**config.mk**
```make
export PLATFORM = sky130hd
export DESIGN_NAME = wb_stage
export DESIGN_NICKNAME = d
export VERILOG_FILES = /design/src/rtl/wb_stage_pkg.sv /design/src/rtl/wb_stage_load_align.sv /design/src/rtl/wb_stage.sv
export SDC_FILE = /design/constraint.sdc
export NUM_CORES = 1
export LEC_CHECK = 0
export CORE_ASPECT_RATIO = 0.8
export CORE_MARGIN = 1.5
export CORE_UTILIZATION = 46
export DETAILED_ROUTE_END_ITERATION = 12
export GPL_TIMING_DRIVEN = 0
export HOLD_SLACK_MARGIN = 0.1
export PLACE_DENSITY = 0.92
export SYNTH_ARGS = -nofsm -noshare
export SYNTH_HDL_FRONTEND = slang
export SYNTH_SLANG_ARGS = --single-unit
export TNS_END_PERCENT = 20
```
**constraint.sdc**
```tcl
create_clock -name clk -period 2.93 [get_ports clk]
set_input_delay 0.4395 -clock clk [delete_from_list [all_inputs] [get_ports clk]]
set_output_delay 0.4395 -clock clk [all_outputs]
set_load 0.01 [all_outputs]
```
**src/rtl/wb_stage_pkg.sv**
```systemverilog
// Shared widths, write-enable encodings, load funct3 codes and FSM state
// encoding for the writeback stage.
package wb_stage_pkg;

    localparam int WORD_WIDTH     = 32;
    localparam int GPR_ADDR_WIDTH = 5;

    localparam logic WRITE = 1'b0;
    localparam logic READ  = 1'b1;

    localparam logic [2:0] F3_LB  = 3'b000;
    localparam logic [2:0] F3_LH  = 3'b001;
    localparam logic [2:0] F3_LW  = 3'b010;
    localparam logic [2:0] F3_LBU = 3'b100;
    localparam logic [2:0] F3_LHU = 3'b101;

    typedef enum logic {
        IDLE      = 1'b0,
        WAIT_LOAD = 1'b1
    } wb_state_e;

endpackage

```
**src/rtl/wb_stage_load_align.sv**
```systemverilog
// Combinational load-data extraction: selects the byte/half/word addressed
// by the offset, extends it, and flags misaligned or illegal load types.
module load_align
    import wb_stage_pkg::*;
(
    input  logic [WORD_WIDTH-1:0] rdata,
    input  logic [2:0]            funct3,
    input  logic [1:0]            offset,
    output logic [WORD_WIDTH-1:0] data,
    output logic                  misaligned
);

    logic [7:0]  byte_sel;
    logic [15:0] half_sel;

    assign byte_sel = rdata[{offset, 3'b000} +: 8];
    assign half_sel = rdata[{offset[1], 4'b0000} +: 16];

    // NOTE: both outputs get a default before the case so no path leaves them unassigned (no latch).
    always_comb begin
        data       = '0;
        misaligned = 1'b0;
        case (funct3)
            F3_LB:   data = {{24{byte_sel[7]}}, byte_sel};
            F3_LBU:  data = {24'h0, byte_sel};
            F3_LH: begin
                data       = {{16{half_sel[15]}}, half_sel};
                misaligned = offset[0];
            end
            F3_LHU: begin
                data       = {16'h0, half_sel};
                misaligned = offset[0];
            end
            F3_LW: begin
                data       = rdata;
                misaligned = |offset;
            end
            default: misaligned = 1'b1;
        endcase
    end

endmodule

```
**src/rtl/wb_stage.sv**
```systemverilog
// Writeback stage: registers ALU results into the GPR write port and holds
// loads in WAIT_LOAD until the data bus acknowledges, then aligns and writes.
module wb_stage
    import wb_stage_pkg::*;
(
    input  logic                      clk,
    input  logic                      rst,
    input  logic                      mem_valid,
    input  logic                      mem_rd_we,
    input  logic [GPR_ADDR_WIDTH-1:0] mem_rd_addr,
    input  logic                      mem_is_load,
    input  logic [2:0]                mem_funct3,
    input  logic [1:0]                mem_addr_lo,
    input  logic [WORD_WIDTH-1:0]     mem_alu_result,
    input  logic [WORD_WIDTH-1:0]     dbus_rdata,
    input  logic                      dbus_ack,
    input  logic                      flush,
    output logic                      wb_ready,
    output logic                      we_,
    output logic [GPR_ADDR_WIDTH-1:0] wr_addr,
    output logic [WORD_WIDTH-1:0]     wr_data,
    output logic                      load_pending,
    output logic [GPR_ADDR_WIDTH-1:0] pending_rd,
    output logic                      load_err
);

    wb_state_e                 state_q, state_d;
    logic [2:0]                funct3_q, funct3_d;
    logic [1:0]                off_q, off_d;
    logic [GPR_ADDR_WIDTH-1:0] rd_q, rd_d;
    logic                      we_q, we_d;
    logic [GPR_ADDR_WIDTH-1:0] wr_addr_q, wr_addr_d;
    logic [WORD_WIDTH-1:0]     wr_data_q, wr_data_d;
    logic                      err_q, err_d;

    logic                      accept;
    logic [WORD_WIDTH-1:0]     load_data;
    logic                      load_misaligned;

    load_align u_load_align (
        .rdata      (dbus_rdata),
        .funct3     (funct3_q),
        .offset     (off_q),
        .data       (load_data),
        .misaligned (load_misaligned)
    );

    assign wb_ready = (state_q == IDLE);
    assign accept   = mem_valid & wb_ready & ~flush;

    always_comb begin
        state_d   = state_q;
        funct3_d  = funct3_q;
        off_d     = off_q;
        rd_d      = rd_q;
        we_d      = READ;
        wr_addr_d = wr_addr_q;
        wr_data_d = wr_data_q;
        err_d     = 1'b0;
        case (state_q)
            IDLE: begin
                if (accept) begin
                    if (mem_is_load) begin
                        state_d  = WAIT_LOAD;
                        funct3_d = mem_funct3;
                        off_d    = mem_addr_lo;
                        rd_d     = mem_rd_addr;
                    end else if (mem_rd_we && (mem_rd_addr != '0)) begin
                        we_d      = WRITE;
                        wr_addr_d = mem_rd_addr;
                        wr_data_d = mem_alu_result;
                    end
                end
            end
            WAIT_LOAD: begin
                // flush has priority over a same-cycle ack
                if (flush) begin
                    state_d = IDLE;
                end else if (dbus_ack) begin
                    state_d = IDLE;
                    if (load_misaligned) begin
                        err_d = 1'b1;
                    end else if (rd_q != '0) begin
                        we_d      = WRITE;
                        wr_addr_d = rd_q;
                        wr_data_d = load_data;
                    end
                end
            end
            default: state_d = IDLE;
        endcase
    end

    // NOTE: sequential state uses non-blocking assignments only; next-state values come from the comb block above.
    always_ff @(posedge clk or posedge rst) begin
        if (rst) begin
            state_q   <= IDLE;
            funct3_q  <= '0;
            off_q     <= '0;
            rd_q      <= '0;
            we_q      <= READ;
            wr_addr_q <= '0;
            wr_data_q <= '0;
            err_q     <= 1'b0;
        end else begin
            state_q   <= state_d;
            funct3_q  <= funct3_d;
            off_q     <= off_d;
            rd_q      <= rd_d;
            we_q      <= we_d;
            wr_addr_q <= wr_addr_d;
            wr_data_q <= wr_data_d;
            err_q     <= err_d;
        end
    end

    assign we_          = we_q;
    assign wr_addr      = wr_addr_q;
    assign wr_data      = wr_data_q;
    assign load_err     = err_q;
    assign load_pending = (state_q == WAIT_LOAD);
    assign pending_rd   = load_pending ? rd_q : '0;

endmodule

```
# ---- Word-level counts from Yosys, hierarchy flattened
# Index checks and enable logic that the tools add are counted.
dict set report word_totals {
  reg_bits 50
  in_bits 81
  wordCells 70
}
dict set report classes {
  n_eq_ne 11
  n_shift 2
  mux 36
  bitwise_logic 4
  n_reduce_logical 9
}
# op count
set op_table {}
lappend op_table {{2-to-1 mux 32 bit} 7}
lappend op_table {{one-hot mux 32 bit (5 select lines)} 1}
lappend op_table {{one-hot mux 32 bit (2 select lines)} 1}
lappend op_table {{2-to-1 mux 5 bit} 8}
lappend op_table {{indexed part select 32 x 6 -> 16 bit} 1}
lappend op_table {{indexed part select 32 x 6 -> 8 bit} 1}
lappend op_table {{2-to-1 mux 1 bit} 15}
lappend op_table {{one-hot mux 5 bit (2 select lines)} 1}
lappend op_table {{nonzero test 5 bit} 2}
lappend op_table {{!= test 2 bit, second input constant} 4}
lappend op_table {{AND reduction 7 bit} 1}
lappend op_table {{== test 3 bit, second input constant} 2}
lappend op_table {{!= test 2 x 1 -> 1 bit, second input constant} 3}
lappend op_table {{OR reduction 2 bit} 3}
lappend op_table {{one-hot mux 1 bit (2 select lines)} 2}
lappend op_table {{== test 3 x 1 -> 1 bit, second input constant} 1}
lappend op_table {{== test 3 x 2 -> 1 bit, second input constant} 1}
lappend op_table {{logical NOT 3 bit} 1}
lappend op_table {{one-hot mux 1 bit (3 select lines)} 1}
lappend op_table {{AND reduction 3 bit} 1}
lappend op_table {{bitwise AND 1 bit} 2}
lappend op_table {{inverter 1 bit} 2}
lappend op_table {{logical AND 1 bit} 1}

# ---- Logic depth before layout (Yosys ltp)
# Gate-level depths: netlist of run 1.
dict set report depth {
  word_depth 7
  depth_mapped 7
  depth_no_buf 4
}

# ---- Cells and area by module
# Synthesis of run 1 repeated with hierarchy kept, for this count alone.
dict set report hier_totals {
  cells_unflattened 272
  area_unflattened_um2 3330.7
}
# module n_inst cells_per_inst area_per_inst_um2 seq_area_each_um2
set by_module_without_submodules {}
lappend by_module_without_submodules {wb_stage 1 164 2431.1 1252.5}
lappend by_module_without_submodules {load_align 1 108 899.6 0.0}

# ---- Least setup slack after synthesis of run 1
# Ideal clock, no wire load.
dict set report synth_path {
  path_type {input to register}
  from {in mem_rd_addr[1]}
  to {reg wr_data_q[17] (netlist: wr_data[17])}
  setup_ps 125
  arrival_time_ps 1803
  required_ps 2805
  setup_slack_ps 1002
  stages 6
  path_buffers 2
  cell_sequence {or4_1 > o2111ai_1 > o21ai_1 > buf_6 > buf_6 > mux2_4}
}
dict set report synth_between {
  elab_chain_cells 4
}
# item line
set synth_lines {}
lappend synth_lines {{start, declared} wb_stage.sv:10} ;# input logic [GPR_ADDR_WIDTH-1:0] mem_rd_addr,
lappend synth_lines {{nonzero test 5 bit} wb_stage.sv:68} ;# end else if (mem_rd_we && (mem_rd_addr != '0)) begin
lappend synth_lines {{logical AND 1 bit} wb_stage.sv:68}
lappend synth_lines {{!= test 2 x 1 -> 1 bit (no line)} --}
lappend synth_lines {{AND reduction 7 bit (no line)} --}
lappend synth_lines {{end signal, assigned} wb_stage.sv:112} ;# wr_data_q <= wr_data_d;
lappend synth_lines {{end, declared} wb_stage.sv:33} ;# logic [WORD_WIDTH-1:0] wr_data_q, wr_data_d;
# No other way between the ends.
# A chain may end at the register's enable or synchronous reset.

# ---- Worst setup path after layout of run 1
dict set report layout_path {
  from {reg state_q (netlist: load_pending)}
  to {out pending_rd[2]}
}
dict set report layout_between {
  elab_chain_cells 1
}
# item line
set layout_lines {}
lappend layout_lines {{start, declared} wb_stage.sv:27} ;# wb_state_e state_q, state_d;
lappend layout_lines {{start signal, assigned} wb_stage.sv:106} ;# state_q <= state_d;
lappend layout_lines {{2-to-1 mux 5 bit} wb_stage.sv:122} ;# assign pending_rd = load_pending ? rd_q : '0;
lappend layout_lines {{end, declared} wb_stage.sv:23} ;# output logic [GPR_ADDR_WIDTH-1:0] pending_rd,
# No other way between the ends.

==> results_dict.tcl, run 1 <==
set metrics [dict create \
    wl_per_cell_microns 19.6 \
    grt_pass1_wl_microns 14100 \
    setup_violations 0 \
    grt_pass1_vias 2771 \
    setup_slack_ps 417 \
    insertedDiodeCount 0 \
    fmax_mhz 398 \
    crit_fanout 10 \
    syn-cell-area_sq_um 2960 \
    synthFlopType "dfrtp_1" \
    crit_path_end_kind "output port" \
    p_seq_share_pct 38.4 \
    p_sw_share_pct 30.5 \
    p_int_mw 1.90 \
    fill_cells 417 \
    tritoncts "built" \
    syn_to_final_growth_pct 50.3 \
    die_x_microns 92.6 \
    rsz0062_at_grt "no" \
    fin_util_pct 73.2 \
    vias 2725 \
    ant_nets 0 \
    p_per_area_nw_per_um2 617 \
    cts_buffer_depth 2 \
    clkTransAtPathRegs_ps 90 \
    dp_hpwl_microns 7180 \
    ys_seq_area_share_pct 42.4 \
    holdBufCountCts 0 \
    yosys.area_share.simple_pct 6.73 \
    grt.total_usage_pct 26.9 \
    cp_slowest_cell "clkdlybuf4s50_1" \
    clock-sinks 50 \
    peakVddDrop_mv 0.411 \
    synth.area.mux_share_pct 26.7 \
    grt-ovfl-total 0 \
    tightest_slew_ps 636 \
    post-route-period-util_pct 85.8 \
    gp_congestion 0.904 \
    ys_types 35 \
    cts_made_buffers 5 \
    cp.required_ps 2490 \
    yosys.area_share.adder_pct 0 \
    drt_iter0_drc 201 \
    switching_power_mw 0.837 \
    hold_class "in2async" \
    drt_pass1_iterations 5 \
    cp_slowest_stage_delay_ps 550 \
    final_area_sq_um 4440 \
    worstSetupPathType "reg2out" \
    tns_ps 0 \
    clockPowerShare_pct 17.5 \
    maxCapViolCount 0 \
    status "finished clean" \
    fin_skew_ps 4.10 \
    p_leak_nw 1.83 \
    h-tree-depth 2 \
    insertion_delay_ps 300 \
    synth_top_family_by_area "multiplexers" \
    cp-startpoint "load_pending" \
    port_buffers 126 \
    via_per_inst 5.79 \
    place_ws_ps 421 \
    startpoint_type "flip-flop" \
    drcViolationCount 0 \
    antenna_found_initial 0 \
    io_pins 127 \
    final_nets 470 \
    initial_utilization_pct 48.7 \
    max_slew_margin_pct 57.5 \
    crit_buf_inv 3 \
    grt_max_degree 42 \
    die_h_microns 74.7 \
    placeableCoreArea_sq_um 6070 \
    finalMaxSlewViolations 0 \
    synth_edf_count 0 \
    synth_seq_cells 50 \
    hold_viol 0 \
    crit_arrival_ps 2070 \
    finalCriticalPeriod_ps 2510 \
    ctsRootBufferMaster "clkbuf_8" \
    async_flop_share_pct 100 \
    r2r_start "load_pending" \
    placed_area_sq_um 4340 \
    critPathTopFamily "buffers and inverters" \
    avgSynthCellArea_sq_um 11.5 \
    dieArea_sq_um 6920 \
    yosysWarnings 0 \
    row_count 25 \
    crit_chain "clkbuf_1 > buf_2 > and2_1 > clkdlybuf4s50_1" \
    synth-compound-area-share_pct 19.0 \
    combPwrFrac_pct 44.1 \
    synth_nets 337 \
    routed_wirelength_microns 9230 \
    synthCells 256 \
    r2r_slack_ps 640 \
    drive_above_1_share_pct 13.6 \
    synth_xor_xnor_area_share_pct 0 \
]
## per-stage QoR
stage / cells / total power, mW / hold slack (ps)
6_report: 471 / 2.74 / 370
5_1_grt: 471 / 2.88 / 397
4_1_cts: 472 / 2.75 / 372
3_5_place_dp: 464 / 2.27 / 478
3_3_place_gp: 463 / 2.22 / 468
2_1_floorplan: 256 / 1.61 / 487
## logic make-up after synthesis
logic type	Yosys count
mux	59
buf+inv	33
flops	50
simple gates	31
compound gates	83
## worst register-to-register path, stage by stage (launching register included)
cell and delay, ps:
dfrtp_1 380, clkbuf_1 360, buf_2 300, inv_2 170
clkbuf_1 270, a22oi_1 230, o21ai_0 150, mux2_1 320
## worst paths after layout
kind                            endpoint  cells past startpoint
max                        pending_rd[2]                      4
min                              rd_q[1]                      2
max reg2reg                  wr_data[27]                      7
min reg2reg                   wr_addr[3]                      1
max in group asynchronous            we_                      3
min in group clk              wr_addr[3]                      1
## area by class of cell
cell class                 count  area [sq um]  share of cell area (%)
multi-input combinational    173          1550                    34.9
clock inverter                 1          30.0                   0.676
buffer                        19           101                    2.28
clock buffer                   7          76.3                    1.72
timing repair buffer         127          1280                    28.9
inverter                      13          48.8                    1.10
sequential                    50          1250                    28.2
tap                           81           101                    2.28
## layout by cell type, fill, tap and decap left out, types with 2 or more instances in the layout
cell,netlist,layout
a21oi_1,9,9
and2_1,6,6
clkbuf_8,0,5
clkbuf_1,10,11
clkdlybuf4s50_1,0,126
nor3b_1,3,3
mux2_2,12,12
mux2_4,12,12
mux2i_1,9,9
a21boi_0,7,7
nand2_1,2,2
buf_2,6,6
o21ai_0,24,24
a22oi_1,17,17
a21o_1,5,5
a32oi_1,9,9
nor2_1,3,3
or4_1,2,2
buf_6,3,3
dfrtp_1,49,49
mux2_1,18,18
nand2b_1,9,9
a22o_1,7,7
mux4_2,8,8
o2111ai_1,2,2
inv_2,2,3
inv_1,11,10
nand3b_1,2,2
## power groups by stage
stage	Combinational [mW]	Clock [mW]	Sequential [mW]
after global routing	1.29	0.513	1.08
after CTS	1.21	0.485	1.05
after floorplan	0.477	0	1.13
after global placement	1.18	0	1.05
final	1.21	0.480	1.05
after detailed placement	1.21	0	1.06
## per-layer routing
layer  global-route usage [%]  part of all wire, %
met1                     34.4                   41
met5                        0                    0
met4                     6.57                  1.0
met3                     7.88                   10
met2                     46.1                   48
## registers in the layout, indices dropped and copies added, names as in the netlist
signal        flops
wr_data          32
rd_q              5
wr_addr           5
funct3_q          3
off_q             2
load_err          1
load_pending      1
we_               1
## cell usage after synthesis (all sizes together), types with 3 or more instances
cell / n / share of area (%)
buf: 10 / 2.3
a22o: 7 / 2.1
inv: 13 / 1.7
a22oi: 17 / 4.3
and2: 6 / 1.3
clkbuf: 10 / 1.3
o21ai: 25 / 4.2
nand2b: 9 / 1.9
nor2: 3 / 0.38
mux4: 8 / 6.1
a21o: 5 / 1.3
a21oi: 9 / 1.5
a21boi: 7 / 1.8
nor3b: 3 / 0.76
a32oi: 9 / 2.7
mux2: 42 / 18
dfrtp: 49 / 41
mux2i: 9 / 3.0
## timing repair
item / CTS / global route
endpoints found under the setup margin: 0 / 1
endpoints found under the hold margin: 0 / 0
gates resized for setup: 0 / 0
buffers inserted: 0 / 0
Note: power is estimated with default switching activity, not from simulation.
==> inputs of run 2 (changes only) <==
==> constraint.sdc (replaced) <==
create_clock -name clk -period 2.9 [get_ports clk]
set_input_delay 0.435 -clock clk [delete_from_list [all_inputs] [get_ports clk]]
set_output_delay 0.435 -clock clk [all_outputs]
set_load 0.01 [all_outputs]
==> results of run 2 <==
Same layout as run 1 (identical final DEF). Status: finished clean.
Among the figures that moved: setup slack after placement 421 ps -> 395 ps; setup slack after layout 417 ps -> 392 ps; hold slack 370 ps -> 365 ps; register-to-register setup slack 640 ps -> 610 ps; total power 2.74 mW -> 2.77 mW; worst IR drop on VDD 0.411 mV -> 0.415 mV
==> inputs of run 3 (changes only) <==
--- a/config.mk
+++ b/config.mk
@@ -9,6 +9,7 @@
 export CORE_MARGIN = 1.5
 export CORE_UTILIZATION = 46
 export DETAILED_ROUTE_END_ITERATION = 12
+export GPL_ROUTABILITY_DRIVEN = 1
 export GPL_TIMING_DRIVEN = 0
 export HOLD_SLACK_MARGIN = 0.1
 export PLACE_DENSITY = 0.92
==> results of run 3 <==
Same layout as run 1 (identical final DEF). Status: finished clean.
Among the figures that moved: setup slack after placement 421 ps -> 395 ps; setup slack after layout 417 ps -> 392 ps; hold slack 370 ps -> 365 ps; register-to-register setup slack 640 ps -> 610 ps; total power 2.74 mW -> 2.77 mW; worst IR drop on VDD 0.411 mV -> 0.415 mV
